===== config.mk =====
export PLATFORM = sky130hd
export DESIGN_NAME = dp_class_denoiser_flat
export DESIGN_NICKNAME = d
export VERILOG_FILES = /design/src/rtl/dp_class_denoiser_pkg.sv /design/src/rtl/dp_class_denoiser_if.sv /design/src/rtl/dp_class_denoiser_lfsr.sv /design/src/rtl/dp_class_denoiser.sv /design/src/flat_wrapper.sv
export SDC_FILE = /design/constraint.sdc
export NUM_CORES = 1
export LEC_CHECK = 0
export CAP_MARGIN = 0
export CELL_PAD_IN_SITES_DETAIL_PLACEMENT = 0
export CELL_PAD_IN_SITES_GLOBAL_PLACEMENT = 1
export CORE_MARGIN = 3
export CORE_UTILIZATION = 44
export CTS_CLUSTER_SIZE = 28
export DETAILED_ROUTE_END_ITERATION = 10
export PLACE_DENSITY_LB_ADDON = 0.1
export SLEW_MARGIN = 20
export SYNTH_ARGS = -nofsm -noshare
export SYNTH_HDL_FRONTEND = slang
export SYNTH_SLANG_ARGS = --single-unit

===== constraint.sdc =====
create_clock -name clk -period 3.22 [get_ports clk]
set_input_delay 0.805 -clock clk [delete_from_list [all_inputs] [get_ports clk]]
set_output_delay 0.805 -clock clk [all_outputs]
set_load 0.05 [all_outputs]

===== src/rtl/dp_class_denoiser_pkg.sv =====
// Shared definitions for the differential-privacy denoiser (and the injector
// side that shares the keystream function).
//   class_t         : 4-bit CNN class value
//   DP_LFSR_RESET   : keystream value after reset or a zero seed
//   state_t         : denoiser lock state {IDLE, RUN, LOST}
//   dp_lfsr_next()  : one keystream step
package dp_pkg;

   typedef logic [3:0] class_t;

   localparam class_t DP_LFSR_RESET = 4'hF;

   typedef enum logic [1:0] {IDLE, RUN, LOST} state_t;

   // Period-6 sequence from F: F, E, C, 9, 3, 7.
   function automatic class_t dp_lfsr_next(input class_t l);
      return {l[2:0], l[3] ^ l[1]};
   endfunction

endpackage


===== src/rtl/dp_class_denoiser_if.sv =====
// Stream bundle for the denoiser.
//   in_valid/in_ready/in_class/in_noised : obfuscated sample stream
//   out_valid/out_ready/out_class/out_err : recovered class stream (FIFO head)
// master = producer/consumer side (testbench or SoC glue), slave = denoiser.
interface dp_class_denoiser_if;
   import dp_pkg::*;

   logic   in_valid;
   logic   in_ready;
   class_t in_class;
   logic   in_noised;
   logic   out_valid;
   logic   out_ready;
   class_t out_class;
   logic   out_err;

   modport master (
      output in_valid, in_class, in_noised, out_ready,
      input  in_ready, out_valid, out_class, out_err
   );

   modport slave (
      input  in_valid, in_class, in_noised, out_ready,
      output in_ready, out_valid, out_class, out_err
   );

endinterface


===== src/rtl/dp_class_denoiser_lfsr.sv =====
// Keystream regenerator: 4-bit LFSR mirroring the noise injector.
//   clk, resetn : clock, asynchronous active-low reset (value -> DP_LFSR_RESET)
//   load, seed  : load seed; a zero seed would lock the LFSR, so it becomes F
//   advance     : step once (one accepted sample)
//   value       : current keystream nibble
module dp_keystream_lfsr
   import dp_pkg::*;
(
   input  logic   clk,
   input  logic   resetn,
   input  logic   load,
   input  class_t seed,
   input  logic   advance,
   output class_t value
);

   always_ff @(posedge clk or negedge resetn) begin
      if (!resetn) begin
         value <= DP_LFSR_RESET;
      end else if (load) begin
         value <= (seed == 4'h0) ? DP_LFSR_RESET : seed;
      end else if (advance) begin
         value <= dp_lfsr_next(value);
      end
   end

endmodule


===== src/rtl/dp_class_denoiser.sv =====
// Authorized-side denoiser: strips keystream noise from obfuscated class
// results, buffers them in a first-word-fall-through FIFO and flags lock loss
// after ERR_LIMIT consecutive out-of-range classes.
//   clk, resetn     : clock, asynchronous active-low reset
//   seed_load, seed : (re)synchronise keystream and enter RUN
//   bus (slave)     : in_* sample stream, out_* recovered class stream
//   lock_lost       : high while in LOST
//   stat_samples, stat_errors : only when DP_DENOISE_STATS_EN is defined
module dp_class_denoiser
   import dp_pkg::*;
#(
   parameter int DEPTH       = 4,
   parameter int NUM_CLASSES = 10,
   parameter int ERR_LIMIT   = 3
)(
   input  logic                clk,
   input  logic                resetn,
   input  logic                seed_load,
   input  class_t              seed,
   dp_class_denoiser_if.slave  bus,
   output logic                lock_lost
`ifdef DP_DENOISE_STATS_EN
   ,
   output logic [15:0]         stat_samples,
   output logic [15:0]         stat_errors
`endif
);

   localparam int PW  = $clog2(DEPTH);
   localparam int CW  = PW + 1;
   localparam int ECW = $clog2(ERR_LIMIT + 1);

   state_t         state, state_next;
   class_t         lfsr;
   class_t         recovered;
   logic           is_err;
   logic           ready;
   logic           accept;
   logic           pop;
   logic [ECW-1:0] err_cnt, err_cnt_next;

   class_t         mem     [DEPTH];
   logic           mem_err [DEPTH];
   logic [PW-1:0]  wr_ptr, rd_ptr;
   logic [CW-1:0]  count;
   logic           full, empty;

   assign full  = (count == CW'(DEPTH));
   assign empty = (count == '0);

   // Ready only from registered state so a same-edge pop never frees a slot.
   assign ready        = (state == RUN) && !full && !seed_load;
   assign bus.in_ready = ready;
   assign accept       = bus.in_valid && ready;
   assign pop          = !empty && bus.out_ready;

   assign recovered = bus.in_noised ? (bus.in_class ^ lfsr) : bus.in_class;
   assign is_err    = ({1'b0, recovered} >= 5'(NUM_CLASSES));

   dp_keystream_lfsr u_lfsr (
      .clk     (clk),
      .resetn  (resetn),
      .load    (seed_load),
      .seed    (seed),
      .advance (accept),
      .value   (lfsr)
   );

   always_comb begin
      err_cnt_next = err_cnt;
      if (seed_load) begin
         err_cnt_next = '0;
      end else if (accept) begin
         if (!is_err) begin
            err_cnt_next = '0;
         end else if (err_cnt != ECW'(ERR_LIMIT)) begin
            err_cnt_next = err_cnt + 1'b1;
         end
      end
   end

   always_comb begin
      state_next = state;
      case (state)
         IDLE: state_next = IDLE;
         RUN: begin
            if (accept && (err_cnt_next == ECW'(ERR_LIMIT))) begin
               state_next = LOST;
            end
         end
         LOST:    state_next = LOST;
         default: state_next = IDLE;
      endcase
      // Resync wins from any state, including RUN.
      if (seed_load) begin
         state_next = RUN;
      end
   end

   always_ff @(posedge clk or negedge resetn) begin
      if (!resetn) begin
         state   <= IDLE;
         err_cnt <= '0;
      end else begin
         state   <= state_next;
         err_cnt <= err_cnt_next;
      end
   end

   assign lock_lost = (state == LOST);

   // Storage is not reset; out_* are gated by empty instead.
   always_ff @(posedge clk) begin
      if (accept) begin
         mem[wr_ptr]     <= recovered;
         mem_err[wr_ptr] <= is_err;
      end
   end

   always_ff @(posedge clk or negedge resetn) begin
      if (!resetn) begin
         wr_ptr <= '0;
         rd_ptr <= '0;
         count  <= '0;
      end else begin
         if (accept) begin
            wr_ptr <= wr_ptr + 1'b1;
         end
         if (pop) begin
            rd_ptr <= rd_ptr + 1'b1;
         end
         if (accept && !pop) begin
            count <= count + 1'b1;
         end else if (pop && !accept) begin
            count <= count - 1'b1;
         end
      end
   end

   assign bus.out_valid = !empty;
   assign bus.out_class = empty ? '0 : mem[rd_ptr];
   assign bus.out_err   = !empty && mem_err[rd_ptr];

`ifdef DP_DENOISE_STATS_EN
   // Lifetime counters: survive seed_load, saturate instead of wrapping.
   always_ff @(posedge clk or negedge resetn) begin
      if (!resetn) begin
         stat_samples <= '0;
         stat_errors  <= '0;
      end else if (accept) begin
         if (stat_samples != 16'hFFFF) begin
            stat_samples <= stat_samples + 1'b1;
         end
         if (is_err && (stat_errors != 16'hFFFF)) begin
            stat_errors <= stat_errors + 1'b1;
         end
      end
   end
`endif

endmodule


===== src/flat_wrapper.sv =====
// flat-port wrapper written by rule: the top's interface ports become plain ports
module dp_class_denoiser_flat import dp_pkg::*;
#(
   parameter int DEPTH       = 4,
   parameter int NUM_CLASSES = 10,
   parameter int ERR_LIMIT   = 3
)
  (clk, resetn, seed_load, seed, lock_lost, bus_in_valid, bus_in_class, bus_in_noised, bus_out_ready, bus_in_ready, bus_out_valid, bus_out_class, bus_out_err);
  dp_class_denoiser_if bus_i ();
  input  logic clk;
  input  logic resetn;
  input  logic seed_load;
  input  class_t seed;
  output logic lock_lost;
  input wire logic [$bits(bus_i.in_valid)-1:0] bus_in_valid;
  input wire logic [$bits(bus_i.in_class)-1:0] bus_in_class;
  input wire logic [$bits(bus_i.in_noised)-1:0] bus_in_noised;
  input wire logic [$bits(bus_i.out_ready)-1:0] bus_out_ready;
  output wire logic [$bits(bus_i.in_ready)-1:0] bus_in_ready;
  output wire logic [$bits(bus_i.out_valid)-1:0] bus_out_valid;
  output wire logic [$bits(bus_i.out_class)-1:0] bus_out_class;
  output wire logic [$bits(bus_i.out_err)-1:0] bus_out_err;
  assign bus_i.in_valid = bus_in_valid;
  assign bus_i.in_class = bus_in_class;
  assign bus_i.in_noised = bus_in_noised;
  assign bus_i.out_ready = bus_out_ready;
  assign bus_in_ready = bus_i.in_ready;
  assign bus_out_valid = bus_i.out_valid;
  assign bus_out_class = bus_i.out_class;
  assign bus_out_err = bus_i.out_err;
  dp_class_denoiser #(.DEPTH(DEPTH), .NUM_CLASSES(NUM_CLASSES), .ERR_LIMIT(ERR_LIMIT)) u_core (.clk(clk), .resetn(resetn), .seed_load(seed_load), .seed(seed), .bus(bus_i), .lock_lost(lock_lost));
endmodule

# After elaboration in Yosys (flattened, before gate mapping)
# Memory sizes are Yosys's and may differ from the RTL's.
# Index checks and enable logic that the tools add are counted.
# op_classes
add_sub_neg	5
n_lt_le_gt_ge	1
eq_ne	6
muxes	16
bitwise_logic	2
reduce_logical	17
# ops
cell	n
$mux 4	5
$mux 2	6
$logic_and 1x1->1	8
$add 2x1->2 const B	3
$mux 3	2
$logic_not 1->1	5
$eq 2x2->1 const B	2
$ge 4x4->1 const B	1
$logic_not 4->1	1
$pmux 2 s2	1
$reduce_bool 2->1	2
$xor 4x4->4	1
$add 3x1->3 const B	1
$eq 3x3->1 const B	1
$logic_not 3->1	1
$ne 3x3->1 const B	1
$sub 3x1->3 const B	1
$eq 2x1->1 const B	1
$mux 1	2
$ne 2x2->1 const B	1
$xor 1x1->1	1
# word_totals
register_bits	15
ram_bits	20
word_cells	55
memories	2
# memory_table
name	depth	word_bits	read_ports	rd_clocked_by_memory_dff	write_ports	line_no	rtl
u_core.mem	4	4	1	0	1	dp_class_denoiser.sv:42	class_t mem [DEPTH];
u_core.mem_err	4	1	1	0	1	dp_class_denoiser.sv:43	logic mem_err [DEPTH];

# Logic depth before layout (Yosys ltp)
# logic_depth
ltp_word	12
ltp_mapped	11
mapped_depth_nobuf	10

# By module
# Synthesis repeated with hierarchy kept, for this count alone.
# hier_totals
cells_unflattened	125
hier_area_um2	1740.4
# modules_own_cells
mod	n_inst	cells_per_inst	area_per_inst_um2	seq_area_each_um2
dp_class_denoiser	1	110	1511.4	875.8
dp_keystream_lfsr	1	15	229.0	105.1

# Worst setup path after synthesis
# No wires, ideal clock.
# synth_timing
path_type	input to output
startpoint	input port seed_load
endpoint	output port bus_in_ready
arrival_ns	1.791
required_ns	2.415
setup_slack_ns	0.624
cell_stages	2
path_cell_list	and2b_1 a21boi_1
# synth_between
elab_chain_len	2
# synth_lines
item	line_no	rtl
start, declared	flat_wrapper.sv:12	input logic seed_load;
$logic_not 1->1	dp_class_denoiser.sv:52	assign ready = (state == RUN) && !full && !seed_load;
$logic_and 1x1->1	dp_class_denoiser.sv:52	
end, declared	flat_wrapper.sv:19	output wire logic [$bits(bus_i.in_ready)-1:0] bus_in_ready;
# No other way between the ends.

# Worst setup path in the final report
# layout_timing
startpoint	register u_core.rd_ptr[0]
endpoint	output port bus_out_class[3]
# layout_between
elab_chain_len	2
# layout_lines
item	line_no	rtl
start, declared	dp_class_denoiser.sv:44	logic [PW-1:0] wr_ptr, rd_ptr;
start signal, assigned	dp_class_denoiser.sv:130	rd_ptr <= rd_ptr + 1'b1;
$mem_v2 4x4	-	
$mux 4	dp_class_denoiser.sv:141	assign bus.out_class = empty ? '0 : mem[rd_ptr];
end, declared	flat_wrapper.sv:21	output wire logic [$bits(bus_i.out_class)-1:0] bus_out_class;
# No other way between the ends.

==> impl_metrics.json <==
{
  "final_cells": 204,
  "max_clock_freq_mhz": 326,
  "drtIter0Drc": 62,
  "min-delay-start": "u_core.u_lfsr.value[3]$_DFFE_PN1P_",
  "layout-drive-gt1-share_pct": 16.0,
  "met2RoutedLength_um": 1340,
  "first_global_vias": 1028,
  "cts_tree": "yes",
  "diodes": 0,
  "power.share.clock_pct": 22.5,
  "seq_area_frac_synth_pct": 56.5,
  "synth.largest_area_cell": "edfxtp_1",
  "relSlewSlack_pct": 54.2,
  "pwr-share-comb_pct": 39.5,
  "synth_top_area_share_pct": 34.6,
  "core-area_mm2": 0.00374,
  "fin_hold_ws_ps": 508,
  "cap_violations": 0,
  "finalSetupViolations": 0,
  "clkLatencyLatePin_ps": 280,
  "drt_pass1_iterations": 4,
  "cts_hold_buffers": 0,
  "fin_skew_ps": 5.45,
  "clk_pin_slew_worst_paths_ps": 70,
  "crit_type": "reg -> out",
  "swShare_pct": 36.0,
  "ir_drop_uv": 368,
  "startpoint": "u_core.rd_ptr[0]$_DFFE_PN0P_",
  "ant_nets": 0,
  "synth_common_cells": "20 x edfxtp_1, 11 x dfrtp_1, 9 x and2_1",
  "worst_slew_pin_slew_ps": 685,
  "syn-instance-count": 131,
  "htreeDepth": 2,
  "cts_resized": 0,
  "antenna_found_initial": 0,
  "placed_cells": 196,
  "dr_wl_met3_um": 155,
  "grt-ovfl-total": 0,
  "synth_area_per_cell_um2": 13.3,
  "routed_wl_um": 2790,
  "place_congestion": 0.719,
  "crit_required_ps": 2410,
  "rsz0062_at_grt": "false",
  "io_pins": 22,
  "async_flop_share_pct": 42.9,
  "min_period_over_period_pct": 95.2,
  "outcome": "finished clean",
  "synth.distinct_cells": 39,
  "io_buffers": 21,
  "synth_fp_nets": 153,
  "via_count": 1045,
  "fp.dieW_um": 68.8,
  "fin_util_pct": 56.7,
  "finalSetupTns_ps": 0,
  "clk_path_buf_depth": 2,
  "worstSetupEndpointType": "output pin",
  "ys_ff_latch": 35,
  "synth_edf_count": 20,
  "startpoint_type": "register",
  "min_period_ps": 3070,
  "synth_most_common_cell": "edfxtp_1",
  "synth_warnings": 0,
  "grt_max_degree": 17,
  "seq_power_share_pct": 38.1,
  "yosys-top-cells-area": "edfxtp_1 35%, dfrtp_1 16%, mux4_2 6.5%, dfstp_2 6.1%, ha_1 5.0%",
  "r2r_slack_ps": 910,
  "hold_viol_final": 0,
  "cts_num_sinks": 35,
  "place_hpwl_um": 2170,
  "die_y_um": 68.8,
  "synth_ff_type": "edfxtp_1",
  "viasPerCell": 5.12,
  "synth_area_mm2": 0.00174,
  "dieArea_mm2": 0.00474,
  "m1WireLength_um": 1240,
  "slew_viol_final": 0,
  "cts_buffers": 5,
  "total_power_mw": 1.78,
  "p_switching_uw": 640,
  "cts_setup_buffers": 0,
  "p_int_mw": 1.14,
  "root_buffer": "clkbuf_8",
  "grt_pass1_wl_um": 4830,
  "leakage_nw": 0.794,
  "drc": 0,
  "grt_use_total_pct": 14.4,
  "p_per_area_mw_per_mm2": 839,
  "dr.max_layer_used": "met4",
  "worstPathArrival_ps": 2260,
  "rows": 22,
  "layout.nets": 177,
  "wl_per_cell_um": 13.7,
  "initial_core_util_pct": 46.4,
  "areaGrowthSynthToFinish_pct": 22.2,
  "crit_fanout": 7,
  "r2r-start": "u_core.count[2]$_DFFE_PN0P_",
  "hold_class": "reg -> reg"
}
==> power groups by stage <==
stage	Combinational (mW)	Clock [mW]	Sequential (mW)
floorplan	0.564	0	0.631
global placement	0.697	0	0.684
detailed placement	0.715	0	0.688
CTS	0.716	0.414	0.680
global route	0.773	0.433	0.696
finish	0.703	0.400	0.677
==> state kept, by name, indices dropped and copies added (netlist names) <==
name and count:
u_core.err_cnt 2, u_core.count 3, u_core.mem 16, u_core.mem_err 4
u_core.wr_ptr 2, u_core.rd_ptr 2, u_core.state 2, u_core.u_lfsr.value 4
==> worst max-delay path, stage by stage (launching register included) <==
cell and delay, ps:
dfrtp_1 570, mux4_2 550, and2_1 160, clkdlybuf4s50_1 690
==> metrics by stage <==
stage	worst slack, ps	instance area [µm²]
finish	153	2120
global route	26.8	2120
CTS	104	2120
detailed placement	369	2000
global placement	389	2000
floorplan	624	1740
==> cells in the final DEF, fill, tap and decap left out, drive strengths merged, types with 2 or more instances in the layout <==
cell type and n:
ha 7, a21oi 6, nand2 8, mux2 2, inv 7, edfxtp 20
and2 9, buf 3, o41ai 2, nand3 2, o2bb2ai 4, xnor2 7
dfstp 4, xor2 5, nor2 8, clkbuf 6, nor3 3, mux4 5
dfrtp 11, clkdlybuf4s50 20
==> layer usage <==
metal,vias up,global-route usage (%)
met4,0,7.30
met5,-,0
met1,501,17.7
met3,5,5.19
met2,24,22.4
li1,515,-
==> path summary, 6_finish.rpt <==
check,to,depth (start not counted)
min in group asynchronous,u_core.rd_ptr[0]$_DFFE_PN0P_,1
max in group asynchronous,u_core.wr_ptr[1]$_DFFE_PN0P_,1
hold / removal,u_core.u_lfsr.value[3]$_DFFE_PN1P_,1
hold reg to reg,u_core.u_lfsr.value[3]$_DFFE_PN1P_,1
setup / recovery,bus_out_class[3],3
setup reg to reg,u_core.count[2]$_DFFE_PN0P_,8
==> logic make-up (layout without fill, tap and decap cells) <==
family | Yosys count | in the layout | share of synthesized area (%)
buffers and inverters | 13 | 38 | 3.10
adder cells (fa/ha/maj) | 8 | 8 | 6.20
AO/OA/AOI/OAI | 20 | 20 | 8.86
AND/OR/NAND/NOR | 36 | 36 | 11.1
XOR/XNOR | 12 | 12 | 6.48
flip-flops | 35 | 35 | 56.5
multiplexers | 7 | 7 | 7.78
==> cell type report <==
class	instances	area [µm²]
Timing Repair Buffer	23	235
Tap cell	48	60.1
Clock inverter	2	35.0
Sequential cell	35	981
Fill cell	334	1620
Clock buffer	6	82.6
Multi-Input combinational cell	83	702
Inverter	7	26.3
Power figures use the tool's default switching activity.
